===== src/rtl/uart_ctrl_rx.sv =====
// uart_ctrl_rx: 8N1 UART receiver, LSB first, idle-high line.
// Samples each bit at mid-bit time, presents every good byte on data with a
// one-cycle rcv strobe, and flags a low stop bit with a one-cycle ferr strobe.

module uart_ctrl_rx #(
    parameter int unsigned BAUDRATE = 104  // clock cycles per bit, >= 4
) (
    input  logic       clk,
    input  logic       rstn,
    input  logic       rx,
    output logic [7:0] data,
    output logic       rcv,
    output logic       ferr,
    output logic       busy
);

    localparam int unsigned CntW = $clog2(BAUDRATE);

    // The counter holds the number of cycles left before the sample point, minus
    // one, so a sample fires exactly BAUDRATE/2 or BAUDRATE cycles after the load.
    localparam logic [CntW-1:0] HalfLoad = CntW'(BAUDRATE / 2 - 1);
    localparam logic [CntW-1:0] FullLoad = CntW'(BAUDRATE - 1);
    localparam logic [CntW-1:0] CntOne   = CntW'(1);
    localparam logic [CntW-1:0] CntZero  = '0;

    typedef enum logic [2:0] {
        StIdle,
        StStart,
        StData,
        StStop,
        StBreak
    } state_e;

    // Synchronizer and edge-detect flops
    logic rx_meta_q;
    logic rx_s_q;
    logic rx_prev_q;
    logic rx_fall;

    // FSM and datapath state
    state_e          state_q, state_d;
    logic [CntW-1:0] cnt_q, cnt_d;
    logic [2:0]      idx_q, idx_d;
    logic [7:0]      shreg_q, shreg_d;
    logic [7:0]      data_q, data_d;
    logic            rcv_q, rcv_d;
    logic            ferr_q, ferr_d;
    logic            busy_q, busy_d;
    logic            sample;

    // Two-flop synchronizer on rx plus a third flop for falling-edge detection.
    // All reset to 1 so a line held low through reset is not mistaken for idle.
    always_ff @(posedge clk or negedge rstn) begin
        if (!rstn) begin
            rx_meta_q <= 1'b1;
            rx_s_q    <= 1'b1;
            rx_prev_q <= 1'b1;
        end else begin
            rx_meta_q <= rx;
            rx_s_q    <= rx_meta_q;
            rx_prev_q <= rx_s_q;
        end
    end

    assign rx_fall = rx_prev_q & ~rx_s_q;
    assign sample  = (cnt_q == CntZero);

    // Next-state logic: baud counter, bit capture, strobes and busy flag
    always_comb begin
        state_d = state_q;
        cnt_d   = (cnt_q != CntZero) ? (cnt_q - CntOne) : cnt_q;
        idx_d   = idx_q;
        shreg_d = shreg_q;
        data_d  = data_q;
        rcv_d   = 1'b0;
        ferr_d  = 1'b0;
        busy_d  = busy_q;

        unique case (state_q)
            StIdle: begin
                busy_d = 1'b0;
                if (rx_fall) begin
                    state_d = StStart;
                    cnt_d   = HalfLoad;
                    busy_d  = 1'b1;
                end
            end

            StStart: begin
                if (sample) begin
                    if (!rx_s_q) begin
                        state_d = StData;
                        idx_d   = 3'd0;
                        cnt_d   = FullLoad;
                    end else begin
                        // Line went back high before mid start bit: false start
                        state_d = StIdle;
                        busy_d  = 1'b0;
                    end
                end
            end

            StData: begin
                if (sample) begin
                    shreg_d[idx_q] = rx_s_q;
                    cnt_d          = FullLoad;
                    idx_d          = idx_q + 3'd1;
                    if (idx_q == 3'd7) begin
                        state_d = StStop;
                    end
                end
            end

            StStop: begin
                if (sample) begin
                    if (rx_s_q) begin
                        // Leave mid stop bit so a start bit right after it is caught
                        data_d  = shreg_q;
                        rcv_d   = 1'b1;
                        busy_d  = 1'b0;
                        state_d = StIdle;
                    end else begin
                        ferr_d  = 1'b1;
                        state_d = StBreak;
                    end
                end
            end

            StBreak: begin
                // Hold off until the line is released so a break cannot retrigger
                if (rx_s_q) begin
                    busy_d  = 1'b0;
                    state_d = StIdle;
                end
            end

            default: begin
                state_d = StIdle;
                busy_d  = 1'b0;
            end
        endcase
    end

    // FSM, counter and registered outputs
    always_ff @(posedge clk or negedge rstn) begin
        if (!rstn) begin
            state_q <= StIdle;
            cnt_q   <= CntZero;
            idx_q   <= 3'd0;
            shreg_q <= 8'h00;
            data_q  <= 8'h00;
            rcv_q   <= 1'b0;
            ferr_q  <= 1'b0;
            busy_q  <= 1'b0;
        end else begin
            state_q <= state_d;
            cnt_q   <= cnt_d;
            idx_q   <= idx_d;
            shreg_q <= shreg_d;
            data_q  <= data_d;
            rcv_q   <= rcv_d;
            ferr_q  <= ferr_d;
            busy_q  <= busy_d;
        end
    end

    assign data = data_q;
    assign rcv  = rcv_q;
    assign ferr = ferr_q;
    assign busy = busy_q;

endmodule


===== config.mk =====
export PLATFORM = sky130hd
export DESIGN_NAME = uart_ctrl_rx
export DESIGN_NICKNAME = d
export VERILOG_FILES = /design/src/rtl/uart_ctrl_rx.sv
export SDC_FILE = /design/constraint.sdc
export NUM_CORES = 1
export LEC_CHECK = 0
export CAP_MARGIN = 20
export CORE_MARGIN = 5
export CORE_UTILIZATION = 48
export DETAILED_ROUTE_END_ITERATION = 10
export PLACE_DENSITY = 0.75
export SLEW_MARGIN = 25
export SYNTH_ARGS = -nofsm -noshare
export SYNTH_HDL_FRONTEND = slang
export SYNTH_SLANG_ARGS = --single-unit

===== constraint.sdc =====
create_clock -name clk -period 2.1 [get_ports clk]
set_input_delay 0.315 -clock clk [delete_from_list [all_inputs] [get_ports clk]]
set_output_delay 0.315 -clock clk [all_outputs]
set_load 0.01 [all_outputs]

Yosys cells after proc, flatten, opt, wreduce, memory -nomap -nowiden
Cells that the tools add are included.
{ "word_totals": {"inputBits": 3, "ff_bits": 35, "wordCells": 74} }
{ "op_classes": {"bitwise_logic": 3, "magnitude_cmp": 2, "n_reduce_logical": 11, "eq_ne": 13, "muxes": 32, "n_addsub": 2} }
{ "op_table": {"columns": ["operator", "n"], "rows": [
  ["2-to-1 mux 7 bit", 5],
  ["2-to-1 mux 3 bit", 10],
  ["one-hot mux 7 bit (3 select lines)", 1],
  ["one-hot mux 3 bit (5 select lines)", 1],
  ["inequality test 2 bit, second input constant", 7],
  ["2-to-1 mux 1 bit", 10],
  ["bitwise mux 8 bit", 1],
  ["zero test 7 bit", 1],
  ["nonzero test 7 bit", 1],
  ["subtractor 7 x 1 -> 7 bit, second input constant", 1],
  ["equality test 3 x 2 -> 1 bit, second input constant", 2],
  ["equality test 3 bit, second input constant", 2],
  ["one-hot mux 3 bit (2 select lines)", 1],
  ["AND reduction 6 bit", 1],
  ["< comparator 3 x 4 -> 1 bit, second input constant", 1],
  ["one-hot mux 1 bit (4 select lines)", 1],
  ["AND reduction 2 bit", 2],
  ["AND reduction 4 bit", 1],
  ["adder 3 x 1 -> 3 bit, second input constant", 1],
  ["demux 1 bit (select 3 bit)", 1],
  ["equality test 3 x 1 -> 1 bit, second input constant", 1],
  [">= comparator 3 x 1 -> 1 bit, second input constant", 1],
  ["zero test 3 bit", 1],
  ["AND reduction 3 bit", 1],
  ["7 further kinds", 8]
]} }

Logic depth before layout (Yosys ltp)
Gate-level depths: netlist (run 1).
{ "depth": {"depth_word": 5, "mapped_depth": 10, "mapped_depth_nobuf": 10} }

Worst setup path after synthesis (run 1)
No wires, ideal clock.
{ "synth_path": {"kind": "reg-to-reg", "start": "register cnt_q[3]", "end": "register cnt_q[0]", "t_arrival_ps": 2155, "period_less_slack_ps": 2276, "path_slack_ps": -176, "path_stages_with_launch": 8, "required_ps": 1979, "setup_time_ps": 121, "cell_sequence": "dfrtp_1 or4_4 nor2_1 inv_2 ha_1 a21oi_1 o221ai_1 a41o_1"} }
{ "synth_via": {"elab_chain_len": 5, "word_cells_on_any_way": 8, "classes_between": "mux: 6; reduce/logical: 2"} }
{ "synth_lines": {"columns": ["item", "line", "text"], "rows": [
  ["start, declared", "42", "logic [CntW-1:0] cnt_q, cnt_d;"],
  ["start signal, assigned", "148", "cnt_q <= CntZero;"],
  ["start signal, assigned", "157", "cnt_q <= cnt_d;"],
  ["nonzero test 7 bit", "71", "cnt_d = (cnt_q != CntZero) ? (cnt_q - CntOne) : cnt_q;"],
  ["2-to-1 mux 7 bit", "71", null],
  ["2-to-1 mux 7 bit", "91", "if (!rx_s_q) begin"],
  ["2-to-1 mux 7 bit", "90", "if (sample) begin"],
  ["one-hot mux 7 bit (3 select lines) (*)", "79", "unique case (state_q)"],
  ["named net cnt_d[0]", "42", null]
]} }
Mark *: on every way through the listed nets, which the timed path passes. The rest lies on a longest branch.
A chain may end at the register's enable or synchronous reset.

Worst setup path after layout (run 1)
{ "layout_path": {"start": "register cnt_q[2]", "end": "register cnt_q[0]"} }
The elaborated chain is that of the path after synthesis.

==> out/metrics.cfg, run 1 <==
[detailed_routing]
vias=1211
drtIter0Drc=77
wl_per_cell_um=14.8
dr.pass1.iters=4
viasPerCell=5.61
antenna_left=0
wl_mm=3.19
drc=0

[cts]
numCtsBuffers=5
clkTransAtPathRegs_ps=110
clock_path_buffers=2
htree_levels=2
cts-root-buf=clkbuf_4
tritoncts=yes
clkLatencyLatePin_ps=350
clkSinkCount=35

[min_path]
hold_depth=0
hold_path.class=flip-flop to flip-flop
hold_start=rx_meta_q$_DFF_PN1_

[setup_path]
cp-end-kind=flip-flop
r2r-start=cnt_q[2]$_DFF_PN0_
critPathLaunchType=flip-flop
crit_required_ps=2350
r2r_cells=7
cp_max_fo=8
r2r_slack_ps=70
crit_start=cnt_q[2]$_DFF_PN0_
crit_type=flip-flop to flip-flop
worstPathArrival_ps=2280

[timing]
slew_headroom=0.696
tightest_slew_ps=455
clock_skew_ps=6.09
tns_ps=0
setup_slack_ps=66.9
drv_slew=0
hold_viol_final=0
setup_viol=0
post-route-min-period_ps=2030
whs_ps=362
rsz0062_at_grt=no
fin_crit_sh=0.968
max_freq_ghz=0.492

[placement]
hpwl_mm=2.27
io_buffers=13
placed_cells=207
post-place-ws_ps=46.9
placed_cell_area_sq_um=1890
gp_routability_congestion=0.881

[yosys]
yosysWarnings=0
ys_ff_latch=35
synth_area_leader_cell=dfrtp_1
ys_types=44
synth_seq_area_share=0.530
avgSynthCellArea_sq_um=11.4
synth_fp_nets=154
synth_top_area_frac=0.482
netlist_area_sq_um=1660
synthTopCellsByArea=dfrtp_1 48%, mux2_2 11%, dfstp_2 4.7%
syn_inst=146

[finish]
syn_to_final_growth_pct=19.9
layout_commonest_cell=dfrtp_1
utilization=0.597
drive_above_1_share=0.288
num-fill-cells=286
n_antenna_cell=0
stdcell_area_sq_um=1990
nNetsFinal=177
finalNonFillerCells=216
final_cell_mix=32 x dfrtp_1, 16 x mux2_2, 13 x clkdlybuf4s50_1, 11 x nor2_1

[global_routing]
gr-total-overflow=0
grt_pass1_wl_mm=5.38
grt_pass1_vias=1180
grtUsageTotal=0.158
antenna_found_initial=0
grt_max_degree=36

[die]
num_rows=21
die_h_um=68.8
core_sq_um=3340
ios=14
die_w_um=68.8
design.die.area_sq_um=4740
initial_core_util=0.498

[power_and_ir_drop]
power.leakage_nw=0.906
ir_drop_v=0.000457
power.density_nw_per_um2=977
finalPower_mw=1.94

[status]
status=finished, final reports clean

[flow_run]
max_cap_viol_count=0

==> worst paths after layout <==
check                                 endpoint
max                         cnt_q[0]$_DFF_PN0_
min                           rx_s_q$_DFF_PN1_
max reg2reg                 cnt_q[0]$_DFF_PN0_
min reg2reg                   rx_s_q$_DFF_PN1_
max in group asynchronous  rx_meta_q$_DFF_PN1_
min in group asynchronous   cnt_q[6]$_DFF_PN0_
==> critical path: stages (launching register included) <==
cell	delay, ps
dfrtp_1	400
or4_4	580
nor2_4	120
inv_2	80
ha_1	290
a21oi_1	130
o221ai_1	130
a41o_1	220
==> repair_timing <==
item,in CTS,in global routing
hold buffers,0,0
resized for setup,0,2
buffers inserted,0,1
hold endpoints to repair,0,0
endpoints found under the setup margin,0,2
==> power by group <==
part           internal (mW)  total [mW]  switching, mW
combinational          0.290       0.598          0.308
sequential             0.769       0.862         0.0935
clock                  0.250       0.484          0.234
==> flip-flops by register name, indices dropped and copies added, names as in the netlist, 3 cells and up <==
name / cells
cnt_q: 7
data: 8
shreg_q: 8
state_q: 3
idx_q: 3
==> area by class of cell <==
type | instances | area [sq um] | area share
Clock buffer | 5 | 37.5 | 0.0189
Clock inverter | 3 | 43.8 | 0.0220
Timing Repair Buffer | 22 | 198 | 0.0993
Inverter | 6 | 22.5 | 0.0113
Tap cell | 46 | 57.6 | 0.0289
Multi-Input combinational cell | 99 | 752 | 0.378
Sequential cell | 35 | 880 | 0.442
==> layer usage <==
metal,up-vias,part of all wire,global-route usage
li1,580,-,-
met1,598,0.45,0.196
met2,26,0.48,0.251
met3,7,0.044,0.0405
met4,0,0.019,0.0876
met5,-,0,0
==> cells in the mapped netlist (all sizes together) <==
cell,n
and3,2
a221oi,2
and4b,1
dfstp,3
nor2,12
a31o,1
dfrtp,32
nor4,4
a32o,2
nand2,9
a21o,1
nor2b,2
or3b,1
nand3,5
or4,1
nor4b,1
inv,6
xnor2,1
mux2,16
and2,1
a21oi,5
a211oi,2
nand4,1
o31a,1
clkbuf,5
a41o,1
nand2b,2
nor3b,1
nor3,5
buf,1
ha,5
o21ai,4
o221ai,1
xor2,2
nand4b,1
nand3b,1
or2,1
a31oi,2
a311oi,1
or3,1
==> logic make-up after synthesis <==
| logic type | after synthesis | share of synthesized area |
|---|---|---|
| buf+inv | 12 | 0.0294 |
| simple gates | 52 | 0.181 |
| flops | 35 | 0.530 |
| xor+xnor | 3 | 0.0158 |
| compound gates | 23 | 0.0980 |
| fa+ha+maj | 5 | 0.0377 |
| mux | 16 | 0.109 |
Power figures use the tool's default switching activity.
==> run 2, diff against run 1 <==
==> constraint.sdc (replaced) <==
create_clock -name clk -period 1.6 [get_ports clk]
set_input_delay 0.24 -clock clk [delete_from_list [all_inputs] [get_ports clk]]
set_output_delay 0.24 -clock clk [all_outputs]
set_load 0.01 [all_outputs]
==> run 2 against run 1 <==
- the run now ends with negative setup slack left
- sequential share of layout area decreased by 7.5 points
- non-clock buffer count increased by 25
- sequential cell count unchanged
- setup slack got worse by 410 ps
- die area unchanged
- cell count increased by 12%
- sequential power increased by 30%
- global-route usage increased by 3.9 points
- total power increased by 58%
- maximum frequency increased by 4.8%
==> out/metrics.cfg, run 2 (same netlist as run 1, synthesis figures left out) <==
[status]
status=finished, violations left
violations=negative setup slack

[setup_path]
crit_chain=or4_4, nor3_2, buf_6, buf_6, nand4_1, mux2_2
worst_path_max_delay_cell=or4_4
critPathLaunchType=flip-flop
critical-path-top-delay-family=simple AND/OR/NAND/NOR gates
cp-end-kind=flip-flop
crit_type=flip-flop to flip-flop
path_buf_inv=2  ; +1
crit_required_ps=1820  ; -530 ps
crit_top_cell=buf_6
max_stage_delay_ps=580  ; about the same
cp_max_fo=6  ; -2
r2r_slack_ps=-340  ; -410 ps
worstPathArrival_ps=2160  ; -120 ps

[die]
die_h_um=68.8  ; unchanged
die_w_um=68.8  ; unchanged
ios=14  ; unchanged
initial_core_util=0.498  ; unchanged
design.die.area_sq_um=4740  ; unchanged
num_rows=21  ; unchanged
core_sq_um=3340  ; unchanged

[finish]
utilization=0.719  ; +0.123
finalNonFillerCells=242  ; +12%
nNetsFinal=203  ; +15%
multi_input_area_sq_um=931  ; +24%
regArea_sq_um=880  ; unchanged
num-fill-cells=233  ; -19%
final_cell_mix=32 x dfrtp_1, 26 x buf_4, 14 x mux2_2, 13 x clkdlybuf4s50_1, 10 x nor2_1
syn_to_final_growth_pct=44.5
layout_commonest_cell=dfrtp_1
drive_above_1_share=0.490  ; +0.202
n_antenna_cell=0  ; unchanged

[timing]
slew_headroom=0.685  ; -0.0106
tightest_slew_ps=468  ; +12.5 ps
rsz0062_at_grt=yes
setup_slack_ps=-340  ; -407 ps
drv_slew=0  ; unchanged
post-route-min-period_ps=1940  ; -93.4 ps
hold_viol_final=0  ; unchanged
tns_ps=-5300  ; -5300 ps
setup_viol=28  ; +28
clock_skew_ps=12.0  ; +5.93 ps
fin_crit_sh=1.21  ; +0.244
max_freq_ghz=0.516  ; +4.8%
whs_ps=257  ; -105 ps

[cts]
numCtsBuffers=5  ; unchanged
clkTransAtPathRegs_ps=120  ; about the same
htree_levels=2  ; unchanged
tritoncts=yes
clkLatencyLatePin_ps=330  ; -20 ps
clkSinkCount=35  ; unchanged
clock_path_buffers=2  ; unchanged
cts-root-buf=clkbuf_4
ctsHoldBuffers=0  ; unchanged

[placement]
gp_routability_congestion=0.833  ; -5.4%
placed_cells=226  ; +9.2%
hpwl_mm=2.55  ; +12%
io_buffers=13  ; unchanged

[power_and_ir_drop]
finalPower_mw=3.08  ; +58%
power.density_nw_per_um2=1280  ; +31%
power.leakage_nw=1.07  ; +19%
ir_drop_v=0.000859  ; +88%

[global_routing]
grt_max_degree=36  ; unchanged
antenna_found_initial=0  ; unchanged
grtUsageTotal=0.198  ; +0.0391
gr-total-overflow=0  ; unchanged
grt_pass1_wl_mm=6.80  ; +27%
grt_pass1_vias=1421  ; +20%

[detailed_routing]
vias=1380  ; +14%
viasPerCell=5.70  ; +1.7%
antenna_left=0  ; unchanged
wl_per_cell_um=16.9  ; +14%
dr.pass1.iters=4  ; unchanged
drtIter0Drc=92  ; +19%
wl_mm=4.09  ; +28%
drc=0  ; unchanged

[min_path]
hold_path.class=input port to asynchronous set/reset pin

[flow_run]
max_cap_viol_count=0  ; unchanged

run 2: changes by cell type in the layout (fill, tap and decap cells not counted), sizes merged:
cell / change
buf: +25
nand3: +1
run 2: layer usage:
metal / up-vias / routed length (um) / track usage
met5: - / 0 / 0
met4: 0 / 94 / 0.109
met3: 11 / 210 / 0.0454
li1: 634 / - / -
met1: 692 / 1700 / 0.248
met2: 43 / 2080 / 0.313
run 2: final timing paths:
kind | from | endpoint | cells after the start
max in group asynchronous | rstn | rx_s_q$_DFF_PN1_ | 2
min in group clk | rx | rx_meta_q$_DFF_PN1_ | 1
max | cnt_q[2]$_DFF_PN0_ | shreg_q[3]$_DFFE_PN0P_ | 6
max reg2reg | cnt_q[2]$_DFF_PN0_ | shreg_q[3]$_DFFE_PN0P_ | 6
min | rstn | state_q[1]$_DFFE_PN0P_ | 2
min reg2reg | rx_meta_q$_DFF_PN1_ | rx_s_q$_DFF_PN1_ | 0
run 2: cell type report:
type / instances / share of cell area
clock buffers: 5 / 0.0156
repair buffers: 47 / 0.178
flip-flops and latches: 35 / 0.367
multi-input cells: 100 / 0.388
well taps: 46 / 0.0240
clock inverters: 3 / 0.0182
inverters: 6 / 0.00938
run 2: what timing repair did:
action,CTS,global route
endpoints found under the hold margin,0,0
gates cloned,0,1
endpoints found under the setup margin,29,30
pin swaps,10,5
gates resized for setup,22,19
buffers inserted,6,3
run 2: power by group:
group          switching (mW)  internal, mW
clock network           0.299         0.329
logic                   0.641         0.694
registers               0.110          1.01
total                    1.05          2.03
run 2: through the flow:
stage	worst slack (ps)	instance area (sq um)
2_1_floorplan	-358	1700
6_report	-340	2400
5_1_grt	-363	2400
3_3_place_gp	-262	2070
4_1_cts	-286	2300
3_5_place_dp	-293	2070
run 2: worst reg2reg max path, cell delays in order, from the launching register on:
cell and delay, ps:
dfrtp_1 400, or4_4 580, nor3_2 140, buf_6 160
buf_6 120, nand4_1 110, mux2_2 330
